File: config.mk
export PLATFORM = sky130hd
export DESIGN_NAME = fetch_unit
export DESIGN_NICKNAME = d
export VERILOG_FILES = /design/src/rtl/fetch_pkg.sv /design/src/rtl/fetch_fifo.sv /design/src/rtl/fetch_unit.sv
export SDC_FILE = /design/constraint.sdc
export NUM_CORES = 1
export LEC_CHECK = 0
export ABC_AREA = 0
export CAP_MARGIN = 20
export CORE_MARGIN = 2
export CORE_UTILIZATION = 44
export CTS_CLUSTER_SIZE = 20
export DETAILED_ROUTE_END_ITERATION = 10
export PLACE_DENSITY = 0.66
export SYNTH_ARGS = -nofsm -noshare
export SYNTH_HDL_FRONTEND = slang
export SYNTH_SLANG_ARGS = --single-unit
export TNS_END_PERCENT = 10
File: constraint.sdc
create_clock -name clk -period 12.74 [get_ports clk]
set_input_delay 2.548 -clock clk [delete_from_list [all_inputs] [get_ports clk]]
set_output_delay 2.548 -clock clk [all_outputs]
set_load 0.005 [all_outputs]
File: src/rtl/fetch_pkg.sv
// Shared constants and types for the instruction fetch unit.
package fetch_pkg;

  localparam int          XLEN_DEF = 32;
  localparam int          INSTR_W  = 32;
  localparam int unsigned PC_INC   = 4;

  typedef struct packed {
    logic [XLEN_DEF-1:0] pc;
    logic [INSTR_W-1:0]  instr;
  } fetch_entry_t;

endpackage

File: src/rtl/fetch_fifo.sv
// Small synchronous FIFO with flush; used as the fetch tag queue and the instruction buffer.
module fetch_fifo #(
  parameter int WIDTH = 32,
  parameter int DEPTH = 2
) (
  input  logic                   clk,
  input  logic                   reset,
  input  logic                   flush,
  input  logic                   push,
  input  logic [WIDTH-1:0]       wdata,
  input  logic                   pop,
  output logic [WIDTH-1:0]       rdata,
  output logic [$clog2(DEPTH):0] count,
  output logic                   empty
);

  localparam int PTR_W = $clog2(DEPTH);

  logic [WIDTH-1:0] mem [DEPTH];
  logic [PTR_W-1:0] wr_ptr;
  logic [PTR_W-1:0] rd_ptr;
  logic             do_push;
  logic             do_pop;

  assign empty   = (count == '0);
  assign do_pop  = pop && !empty;
  // A full FIFO still accepts a push when the head leaves in the same cycle.
  assign do_push = push && ((count != (PTR_W+1)'(DEPTH)) || do_pop);
  assign rdata   = mem[rd_ptr];

  always_ff @(posedge clk) begin
    if (reset || flush) begin
      wr_ptr <= '0;
      rd_ptr <= '0;
      count  <= '0;
    end else begin
      if (do_push) wr_ptr <= wr_ptr + PTR_W'(1);
      if (do_pop)  rd_ptr <= rd_ptr + PTR_W'(1);
      count <= count + (PTR_W+1)'(do_push) - (PTR_W+1)'(do_pop);
    end
  end

  always_ff @(posedge clk) begin
    if (do_push && !flush && !reset) mem[wr_ptr] <= wdata;
  end

endmodule

File: src/rtl/fetch_unit.sv
// Instruction fetch front end: credit-limited requests, in-order tag queue,
// instruction buffer and redirect handling with stale-response dropping.
module fetch_unit
  import fetch_pkg::*;
#(
  parameter int              XLEN     = XLEN_DEF,
  parameter logic [XLEN-1:0] RESET_PC = '0,
  parameter int              DEPTH    = 2
) (
  input  logic               clk,
  input  logic               reset,
  input  logic               redirect_valid,
  input  logic [XLEN-1:0]    redirect_pc,
  output logic               imem_req_valid,
  input  logic               imem_req_ready,
  output logic [XLEN-1:0]    imem_req_addr,
  input  logic               imem_resp_valid,
  input  logic [INSTR_W-1:0] imem_resp_data,
  output logic               out_valid,
  input  logic               out_ready,
  output logic [XLEN-1:0]    out_pc,
  output logic [INSTR_W-1:0] out_instr
);

  localparam int CNT_W = $clog2(DEPTH) + 1;
  localparam int ENT_W = XLEN + INSTR_W;

  logic [XLEN-1:0]  fetch_pc;
  logic [XLEN-1:0]  tag_pc;
  logic [CNT_W-1:0] tag_count;
  logic [CNT_W-1:0] buf_count;
  logic [CNT_W-1:0] drop_cnt;
  logic [CNT_W-1:0] in_flight;
  logic [CNT_W:0]   credit_used;
  logic [ENT_W-1:0] head;
  logic             tag_empty;
  logic             buf_empty;
  logic             accept;
  logic             resp_fire;
  logic             resp_keep;
  logic             pop;
  logic             unused_pc_lsb;

  // Stale requests still occupy memory slots, so they count as in flight.
  assign in_flight = tag_count + drop_cnt;

  assign out_valid = !reset && !redirect_valid && !buf_empty;
  assign pop       = out_valid && out_ready;
  assign out_pc    = out_valid ? head[ENT_W-1:INSTR_W] : '0;
  assign out_instr = out_valid ? head[INSTR_W-1:0] : '0;

  // The entry leaving this cycle frees its slot at once, so a full pipeline
  // keeps one request per cycle with single-cycle memory.
  assign credit_used    = {1'b0, in_flight} + {1'b0, buf_count} - (CNT_W+1)'(pop);
  assign imem_req_valid = !reset && !redirect_valid && (credit_used < (CNT_W+1)'(DEPTH));
  assign imem_req_addr  = fetch_pc;
  assign accept         = imem_req_valid && imem_req_ready;

  assign resp_fire = imem_resp_valid && (in_flight != '0);
  assign resp_keep = resp_fire && !redirect_valid && (drop_cnt == '0) && !tag_empty;

  assign unused_pc_lsb = ^redirect_pc[1:0];

  always_ff @(posedge clk) begin
    if (reset) begin
      fetch_pc <= RESET_PC;
      drop_cnt <= '0;
    end else if (redirect_valid) begin
      fetch_pc <= {redirect_pc[XLEN-1:2], 2'b00};
      drop_cnt <= in_flight - CNT_W'(resp_fire);
    end else begin
      if (accept) fetch_pc <= fetch_pc + XLEN'(PC_INC);
      if (resp_fire && (drop_cnt != '0)) drop_cnt <= drop_cnt - CNT_W'(1);
    end
  end

  fetch_fifo #(.WIDTH(XLEN), .DEPTH(DEPTH)) u_tag_q (
    .clk   (clk),
    .reset (reset),
    .flush (redirect_valid),
    .push  (accept),
    .wdata (fetch_pc),
    .pop   (resp_keep),
    .rdata (tag_pc),
    .count (tag_count),
    .empty (tag_empty)
  );

  fetch_fifo #(.WIDTH(ENT_W), .DEPTH(DEPTH)) u_ibuf (
    .clk   (clk),
    .reset (reset),
    .flush (redirect_valid),
    .push  (resp_keep),
    .wdata ({tag_pc, imem_resp_data}),
    .pop   (pop),
    .rdata (head),
    .count (buf_count),
    .empty (buf_empty)
  );

endmodule

==> impl_results.md, run 1 <==
* Slew margin rel. at 33.72%
* Top Ports at 168
* Post-CTS setup buffer count at 0
* Final Hold Viols at 0
* Leakage at 0.004017 µW
* WP data required at 10.19 ns
* Initial DRT Pass Iterations at 4
* Post-Syn Area per Cell at 13.85 µm²
* CP Capture Type: output port
* Most used flip-flop cell after synthesis: edfxtp_1
* P_int at 1263 µW
* Slew Viols, Final at 0
* Vias in the first global route at 6034
* DP Wirelength at 13300 µm
* DRC errors left at 0
* Max IR drop VDD at 69.72 µV
* Switch share at 20.36%
* PortBufs at 161
* Max clock buf depth at 3
* Dpl ws at 4.223 ns
* Initial DRC Count at 256
* Gate Count Post-Synth at 681
* Synthesized area at 9429 µm²
* Multi-input gate area at 2835 µm²
* Ant diodes at 0
* GRT overflow at 0
* First-pass GRT wire length at 31300 µm
* Die Y at 150.4 µm
* Status: complete, no violations
* Die ar. at 22620 µm²
* WL/cell at 18.06 µm
* Critical path fanouts, max at 34
* Min cycle time layout at 8.524 ns
* Clock network power share at 41.8%
* WL final at 20520 µm
* Period utilisation layout at 66.91%
* Die W at 150.4 µm
* Flop pwr share at 52.3%
* Number of flops mapped to enable cells by yosys at 184
* Hold WS at 0.4921 ns
* H-tree depth at 1
* Setup violations, final at 0
* Netlist cell types at 51
* Crit path kind: in2out
* Hold_buf cts at 0
* Post_cts resized at 0
* Layout cell share with drive strength beyond 1 at 10.69%
* TritonCTS Buffers at 23
* Initial Utilization at 44.85%
* Worst skew pair latency at 0.51 ns
* Net switching power at 322.9 µW
* Max Freq at 117.3 MHz
* Register area at 6370 µm²
* Worst-case clock skew at 0.02140 ns
* Gr usage total at 17.80%
* RSZ-0062 raised after global routing: false
* Finished Core Util at 57.60%
* Hold crit path type: reg2reg
* Fill cells at 1668
* Critical path launch point type: primary input
* Critical-path cell list: clkdlybuf4s50_1, buf_4, nor2_1, o21ai_4, inv_1, and2_1, ha_1, nand2b_1, fa_1, xor2_1, and3_1, clkdlybuf4s50_1
* Largest net degree at the start of global routing at 63
* Core Region at 21020 µm²
* Worst path max stage delay at 0.54 ns
* CP top delay family: buffers and inverters
* # clock sinks at 226
* Worst slew pin tran at 0.9937 ns
* Final TNS setup at 0 ns
* Power Density at 131.0 nW/µm²
* Worst-path clk slew at 0.07 ns
* Comb pwr share at 5.9%
* Initial antenna violation count at 0
* CP dominant cell by count: clkdlybuf4s50_1
* Post-synthesis sequential area ratio at 67.52%
* Number of max-cap violations at 0
* DR vias at 5965
* Nets at 925
* GPL Wtd Cong at 0.8145
* TritonCTS clock tree: yes
* Power, Total at 1586 µW
* Worst Path Buf+Inv at 4
* Crit-path slowest cell: nor2_1
* Worst Setup Slack, final at 4.216 ns
* CTS Root Cell: clkbuf_16
* Routed Antenna Nets at 0
* Via density at 5.251
* Yosys Warn Count at 0
* Row count at 53
* P&R area growth vs syn at 28.41%
* FF+latch count, synth at 226
* Critical Path AT at 5.98 ns
* Ys async rst share at 0%
## layer usage
metal  GRT usage, %  routed length (µm)  vias to the layer above
met5              0                   0                        -
met4          5.425                 418                        0
met3          3.273                1404                       29
met2          32.00               10240                      208
met1          21.72                8458                     2906
li1               -                   -                     2822
## power by group through the flow
stage / Sequential (µW) / Combinational [µW] / Clock (µW)
after global routing: 830 / 101 / 710
final: 829 / 93.5 / 664
after global placement: 843 / 90.1 / 0
after CTS: 829 / 93.9 / 676
after floorplan: 840 / 43.8 / 0
after detailed placement: 844 / 93.1 / 0
## tightest hold or removal path, stage by stage (launching register included)
cell      delay (ns)
dfxtp_1         0.33
nand2_1         0.06
o21bai_1        0.05
## synthesized netlist by cell type (5+ instances only)
cell type  instances  area [µm²]
nor2b_1           12       75.07
and2_1             6       37.54
edfxtp_1         184        5525
nand4_1           10       62.56
xor2_1             7       61.31
mux2i_1           67       670.6
a22oi_1            7       52.55
dfxtp_1           42       840.8
nor2_1            86       322.8
a31oi_1            5       31.28
ha_1               9       112.6
mux2_2            32       360.4
xnor2_1           16       140.1
nor3_1            10       50.05
nand3_1            7       35.03
a21oi_1           18       90.09
and3_1             7       43.79
nand2_1           23       86.33
inv_1             27       101.4
o22ai_1            7       43.79
o21a_1             8       60.06
clkbuf_1          30       112.6
o21ai_0            9       45.04
## layout make-up
class	count	share of cell area [%]
Tap cell	275	2.842
Clock buffer	35	5.467
Multi-Input combinational cell	395	23.42
Clock inverter	6	0.7130
Timing Repair Buffer	172	14.12
Sequential cell	226	52.61
Inverter	27	0.8370
## flip-flops by register name, indices dropped and copies added, names as in the netlist, named ones only
register / count
u_tag_q.mem: 60
drop_cnt: 2
u_ibuf.rd_ptr: 1
u_tag_q.count: 2
u_ibuf.wr_ptr: 1
imem_req_addr: 30
u_ibuf.count: 2
u_tag_q.rd_ptr: 1
u_tag_q.wr_ptr: 1
u_ibuf.mem: 124
## final timing paths
kind                    startpoint                 end  slack (ns)  cells past startpoint
setup / recovery             reset      imem_req_valid        4.22                     12
hold / removal       u_ibuf.wr_ptr       u_ibuf.wr_ptr        0.49                      2
setup reg to reg  u_tag_q.count[1]  u_tag_q.mem[0][30]        8.78                     10
hold reg to reg      u_ibuf.wr_ptr       u_ibuf.wr_ptr        0.49                      2
## through the flow
stage	instances	cell area, µm²
3_3_place_gp	1094	11330
4_1_cts	1135	12080
6_report	1136	12110
2_1_floorplan	684	9440
3_5_place_dp	1094	11330
5_1_grt	1136	12110
## cells by family (layout without fill, tap and decap cells)
group | count (synthesis) | after routing | share of synthesized area (%)
fa+ha+maj | 10 | 10 | 1.407
simple gates | 185 | 185 | 9.899
buf+inv | 63 | 240 | 2.760
mux | 99 | 99 | 10.93
compound gates | 73 | 73 | 5.056
flops | 226 | 226 | 67.52
other cells | 1 | 4 | 0.03977
xor+xnor | 24 | 24 | 2.388
## cells in the final DEF, fill, tap and decap left out, types with 8 or more instances in the layout
cell type	n
a21oi_1	18
buf_4	10
clkbuf_1	9
clkbuf_16	24
clkdlybuf4s50_1	160
dfxtp_1	41
edfxtp_1	184
ha_1	9
inv_1	27
mux2_2	32
mux2i_1	67
nand2_1	23
nand4_1	10
nor2_1	86
nor2b_1	11
nor3_1	10
o21a_1	8
o21ai_0	9
xnor2_1	16
(Power assumes the default switching activity.)
==> run 2, diff against run 1 <==
Clock period 12.74 ns to 8.24 ns, I/O delays scaled along.
==> run 2 against run 1 <==
Net effect:
- core utilization grew 0.41 points
- wire length shrank 1.5%
- sequential share of layout area shrank 0.37 points
- cell count is the same
- critical endpoint unchanged
- largest power group unchanged
==> impl_results.md, run 2 (same netlist as run 1, synthesis figures left out) <==
* Slew Viols, Final at 0 (unchanged)
* Core Region at 21020 µm² (unchanged)
* Largest net degree at the start of global routing at 63 (unchanged)
* Gr usage total at 17.80% (about the same)
* Worst Setup Slack, final at 1.475 ns (-2.740 ns)
* Max Freq at 147.8 MHz
* Max FFs per register at 124 (unchanged)
* Register-to-Register Path Depth at 10 (unchanged)
* Power Density at 208.8 nW/µm² (+59%)
* CTS Root Cell: clkbuf_16
* Worst-path clk slew at 0.06 ns (about the same)
* Crit path kind: in2out
* Final TNS setup at 0 ns (unchanged)
* GRT overflow at 0 (unchanged)
* CP dominant cell by count: clkdlybuf4s50_1
* Worst skew pair latency at 0.50 ns (about the same)
* Biggest register: u_ibuf.mem
* Crit-path slowest cell: nor2_1
* PortBufs at 161 (unchanged)
* RSZ-0062 raised after global routing: false
* WL/cell at 17.79 µm (-1.5%)
* DRC errors left at 0 (unchanged)
* # clock sinks at 226 (unchanged)
* M1 GR Usage at 21.94% (+0.22 points)
* DP Wirelength at 13110 µm (-1.4%)
* Commonest non-fill, non-tap cell in the layout: edfxtp_1
* WL final at 20210 µm (-1.5%)
* GPL Wtd Cong at 0.8513 (+4.5%)
* Met2 Use GR at 32.27% (+0.27 points)
* Final Hold Viols at 0 (unchanged)
* Finished Cell Area at 12190 µm² (+0.71%)
* Top Ports at 168 (unchanged)
* Number of max-cap violations at 0 (unchanged)
* CP top delay family: buffers and inverters
* P&R area growth vs syn at 29.33%
* Worst path max stage delay at 0.55 ns (about the same)
* CP Capture Type: output port
* First-pass GRT wire length at 31490 µm (+0.62%)
* Initial Utilization at 44.85% (unchanged)
* Routed Antenna Nets at 0 (unchanged)
* Post-Place Cell Area at 11330 µm² (about the same)
* Status: complete, no violations
* TritonCTS Buffers at 24 (+4.3%)
* H-tree depth at 1 (unchanged)
* Ant diodes at 0 (unchanged)
* DR vias at 5942 (-0.39%)
* Hold_buf cts at 0 (unchanged)
* Initial antenna violation count at 0 (unchanged)
* Layer carrying the most global-route usage: met2
* Via density at 5.231 (-0.39%)
* Worst-case clock skew at 0.01965 ns (-0.001752 ns)
* Hold path depth at 2 (unchanged)
* Nets at 924 (-0.11%)
* Levels on crit path at 12 (unchanged)
* Met3 GRT Util at 2.939% (-0.33 points)
* Finished Core Util at 58.01% (+0.41 points)
* Hold crit path type: reg2reg
* WP data required at 6.59 ns (-3.60 ns)
* Initial DRT Pass Iterations at 5 (+1)
* Critical path launch point type: primary input
* Initial DRC Count at 300 (+17%)
* Min cycle time layout at 6.765 ns
* Layout cell share with drive strength beyond 1 at 11.03% (+0.35 points)
* Commonest cells after routing, fill and taps aside: edfxtp_1 (184), clkdlybuf4s50_1 (160), nor2_1 (86)
* Leakage at 0.004054 µW (+0.94%)
* Period utilisation layout at 82.10%
* Die Y at 150.4 µm (unchanged)
* Dpl ws at 1.498 ns (-2.725 ns)
* Setup violations, final at 0 (unchanged)
* Worst slew pin tran at 0.9602 ns (-0.03344 ns)
* Row count at 53 (unchanged)
* TritonCTS clock tree: yes
* Critical Path AT at 5.12 ns (-0.86 ns)
* Post_cts resized at 0 (unchanged)
* Critical-path cell list: clkdlybuf4s50_1, buf_4, nor2_1, o21ai_4, inv_1, and2_1, ha_1, nand2b_1, fa_1, xor2_1, and3_1, clkdlybuf4s50_1
* Die W at 150.4 µm (unchanged)
* Slew margin rel. at 35.95% (+2.2 points)
* Post-CTS setup buffer count at 0 (unchanged)
* Max clock buf depth at 3 (unchanged)
* Worst Path Buf+Inv at 4 (unchanged)
* Vias in the first global route at 6142 (+1.8%)
* Die ar. at 22620 µm² (unchanged)
* Critical path fanouts, max at 34 (unchanged)
* Max IR drop VDD at 125.2 µV (+80%)
==> run 2: final timing paths <==
path	startpoint	end	slack (ns)
worst max-delay path	reset	imem_req_valid	1.48
worst min-delay path	u_tag_q.wr_ptr	u_tag_q.wr_ptr	0.48
worst max register to register	u_tag_q.count[0]	u_tag_q.mem[0][30]	4.54
worst min register to register	u_tag_q.wr_ptr	u_tag_q.wr_ptr	0.48
==> run 2: area by class of cell <==
type / count / area [µm²]
Tap cell: 275 / 344.1
Fill cell: 1673 / 8827
Multi-Input combinational cell: 395 / 2844
Inverter: 27 / 101.3
Clock inverter: 9 / 151.4
Sequential cell: 226 / 6370
Timing Repair Buffer: 170 / 1694
Clock buffer: 34 / 689.4
==> run 2: through the flow <==
step | instances | power [µW] | hold slack, ns
2_1_floorplan | 684 | 1367 | 0.4405
3_3_place_gp | 1092 | 1443 | 0.4703
3_5_place_dp | 1092 | 1450 | 0.4754
4_1_cts | 1135 | 2575 | 0.4847
5_1_grt | 1136 | 2634 | 0.5304
6_report | 1136 | 2546 | 0.4806
==> run 2: per-layer routing <==
metal / wire length, µm / share of wire (%)
met5: 0 / 0
met1: 8322 / 41
met2: 10310 / 51
met4: 372 / 1.8
met3: 1210 / 6.0
==> run 2: power breakdown <==
group,internal (µW),switching [µW],leakage (µW)
Sequential,1260,24.7,0.00202
Clock,708,412,0.000411
Combinational,78.8,65.9,0.00162
Total,2040,502,0.00405
==> run 2: worst register-to-register path, stage by stage (launching register included) <==
cell and delay [ns]:
dfxtp_1 0.34, ha_1 0.21, xor3_1 0.30, inv_1 0.07, ha_1 0.30, fa_1 0.54
and4bb_1 0.31, nand2_1 0.10, a31oi_1 0.30, nor2b_2 0.44, buf_4 0.41
==> run 3, diff against run 2 <==
Clock period 8.24 ns to 6.4 ns, I/O delays scaled along.
==> run 3 against run 2 <==
Net effect:
- non-clock buffer count increased by 5
- setup slack got worse by 0.31 ns
- highest routed layer unchanged
- power increased by 22%
- hold slack improved by 0.024 ns
- wire length decreased by 1.1%
- final area decreased by 0.55%
- combinational power increased by 31%
==> impl_results.md, run 3 (same netlist as run 1, synthesis figures left out) <==
* Max FFs per register at 124 (unchanged)
* Gr usage total at 17.33% (-0.47 points)
* Register area at 6370 µm² (unchanged)
* Number of max-cap violations at 0 (unchanged)
* Flop pwr share at 53.1% (+2.8 points)
* Critical Path AT at 3.95 ns (-1.17 ns)
* Layout cell share with drive strength beyond 1 at 11.11% (+0.077 points)
* Worst-case clock skew at 0.01551 ns (-0.004142 ns)
* Via density at 5.207 (-0.45%)
* Crit-path slowest cell: clkdlybuf4s50_1
* Slew Viols, Final at 0 (unchanged)
* FF-to-FF Start: u_tag_q.count[0]
* Critical path launch point type: primary input
* WP data required at 5.12 ns (-1.47 ns)
* Routed Antenna Nets at 0 (unchanged)
* Commonest cells after routing, fill and taps aside: edfxtp_1 (184), clkdlybuf4s50_1 (160), nor2_1 (86)
* R2R Setup Slk at 2.47 ns (-2.07 ns)
* Clock network power share at 40.8% (-3.2 points)
* GPL Wtd Cong at 0.8556 (+0.51%)
* Post-Layout Cell Count at 1139 (+0.26%)
* Finished Core Util at 57.69% (-0.32 points)
* WL final at 19990 µm (-1.1%)
* Final Hold Viols at 0 (unchanged)
* Slew margin rel. at 36.97% (+1.0 points)
* DRC errors left at 0 (unchanged)
* Max clock buf depth at 3 (unchanged)
* Max IR drop VDD at 123.3 µV (-1.5%)
* CTS Root Cell: clkbuf_16
* Largest net degree at the start of global routing at 63 (unchanged)
* RSZ-0062 raised after global routing: false
* Core Region at 21020 µm² (unchanged)
* Worst slew pin tran at 0.9449 ns (-0.01534 ns)
* First-pass GRT wire length at 30670 µm (-2.6%)
* H-tree depth at 1 (unchanged)
* Crit path kind: in2out
* Initial Utilization at 44.85% (unchanged)
* CP dominant cell by count: clkdlybuf4s50_1
* Die Y at 150.4 µm (unchanged)
* TritonCTS Buffers at 23 (-4.2%)
* P_int at 2469 µW (+21%)
* Worst path max stage delay at 0.51 ns (-0.04 ns)
* Period utilisation layout at 81.75%
* Critical path fanouts, max at 8 (-76%)
* Fill cells at 1693 (+1.2%)
* Biggest register: u_ibuf.mem
* Commonest non-fill, non-tap cell in the layout: edfxtp_1
* Register-to-Register Path Depth at 11 (+1)
* Worst skew pair latency at 0.50 ns (about the same)
* Post-CTS setup buffer count at 0 (unchanged)
* Net switching power at 637.1 µW (+27%)
* Post_cts resized at 0 (unchanged)
* Min cycle time layout at 5.232 ns
* Worst setup path end: imem_req_valid
* PortBufs at 161 (unchanged)
* Initial antenna violation count at 0 (unchanged)
* Comb pwr share at 6.1% (+0.4 points)
* # clock sinks at 226 (unchanged)
* TritonCTS clock tree: yes
* Top Ports at 168 (unchanged)
* Leakage at 0.004022 µW (-0.79%)
* Final TNS setup at 0 ns (unchanged)
* P&R area growth vs syn at 28.61%
* Setup crit start: reset
* Vias in the first global route at 5899 (-4.0%)
* Row count at 53 (unchanged)
* Status: complete, no violations
* FF-to-FF End: u_tag_q.mem[0][23]
* CP Capture Type: output port
* Initial DRT Pass Iterations at 4 (-1)
* Ant diodes at 0 (unchanged)
* Die ar. at 22620 µm² (unchanged)
* Die W at 150.4 µm (unchanged)
* Placed Cells incl. Taps at 1098 (+0.55%)
* Power Density at 256.2 nW/µm² (+23%)
* GRT overflow at 0 (unchanged)
* Nets at 928 (+0.43%)
* Initial DRC Count at 356 (+19%)
* Max Freq at 191.1 MHz
* Worst-path clk slew at 0.06 ns (about the same)
* Multi-input gate area at 2844 µm² (unchanged)
* DP Wirelength at 13450 µm (+2.6%)
* WL/cell at 17.55 µm (-1.4%)
* Critical-path cell list: clkdlybuf4s50_1, nor2_1, buf_4, o21ai_4, inv_1, and2_1, ha_1, nand2b_1, fa_1, xor2_1, and3_1, clkdlybuf4s50_1
* Hold crit path type: reg2reg
* Setup violations, final at 0 (unchanged)
* DR vias at 5931 (-0.19%)
* Hold_buf cts at 0 (unchanged)
* Switch share at 20.51% (+0.78 points)
-- run 3: cell count changes in the layout (fill, tap and decap cells not counted), moves of 2 or more --
cell,previous run,this run
bufinv_16,4,0
buf_12,0,2
clkinv_4,2,0
buf_4,8,11
clkbuf_1,6,8
-- run 3: how the worst min path moves through the flow --
stage                   startpoint             end  slack [ns]  cells after the start
floorplan           u_tag_q.wr_ptr  u_tag_q.wr_ptr        0.44                      2
global placement    u_tag_q.wr_ptr  u_tag_q.wr_ptr        0.48                      2
detailed placement  u_tag_q.wr_ptr  u_tag_q.wr_ptr        0.49                      2
CTS                 u_tag_q.wr_ptr  u_tag_q.wr_ptr        0.50                      2
global route        u_tag_q.wr_ptr  u_tag_q.wr_ptr        0.53                      2
finish              u_tag_q.wr_ptr  u_tag_q.wr_ptr        0.50                      2
-- run 3: worst max-delay path, delay by kind of cell --
family                   cells  cell delay [ns]
adder cells (fa/ha/maj)      2             0.65
buffers and inverters        4             1.22
XOR/XNOR                     1             0.18
AND/OR/NAND/NOR              4             0.54
AO/OA/AOI/OAI                1             0.07
-- run 3: layout make-up --
type / instances / area share [%]
Tap cell: 275 / 2.837
Multi-Input combinational cell: 395 / 23.45
Inverter: 27 / 0.8357
Clock buffer: 36 / 5.747
Clock inverter: 5 / 0.2167
Timing Repair Buffer: 175 / 14.38
Sequential cell: 226 / 52.53
-- run 3: metal layers --
| metal | vias up | GRT usage (%) | wire length, µm | share of wire, % |
|---|---|---|---|---|
| li1 | 2830 | - | - | - |
| met1 | 2872 | 22.21 | 8353 | 42 |
| met5 | - | 0 | 0 | 0 |
| met4 | 0 | 6.462 | 541 | 2.7 |
| met2 | 191 | 29.43 | 9869 | 49 |
| met3 | 38 | 3.152 | 1225 | 6.1 |
-- run 3: power groups by stage --
stage                     Sequential (µW)  Combinational, µW  Clock [µW]
final                                1650                190        1270
after global routing                 1650                207        1350
after CTS                            1650                191        1300
after detailed placement             1680                189           0
after global placement               1680                182           0
after floorplan                      1670               87.3           0
-- run 3: through the flow --
step	hold slack [ns]	total power, µW	area, µm²	worst slack, ns
floorplan	0.4405	1760	9447	0.4862
global placement	0.4763	1861	11370	1.150
detailed placement	0.4914	1870	11400	1.023
global route	0.5312	3212	12130	1.018
CTS	0.5005	3138	12130	1.174
finish	0.5045	3106	12130	1.168
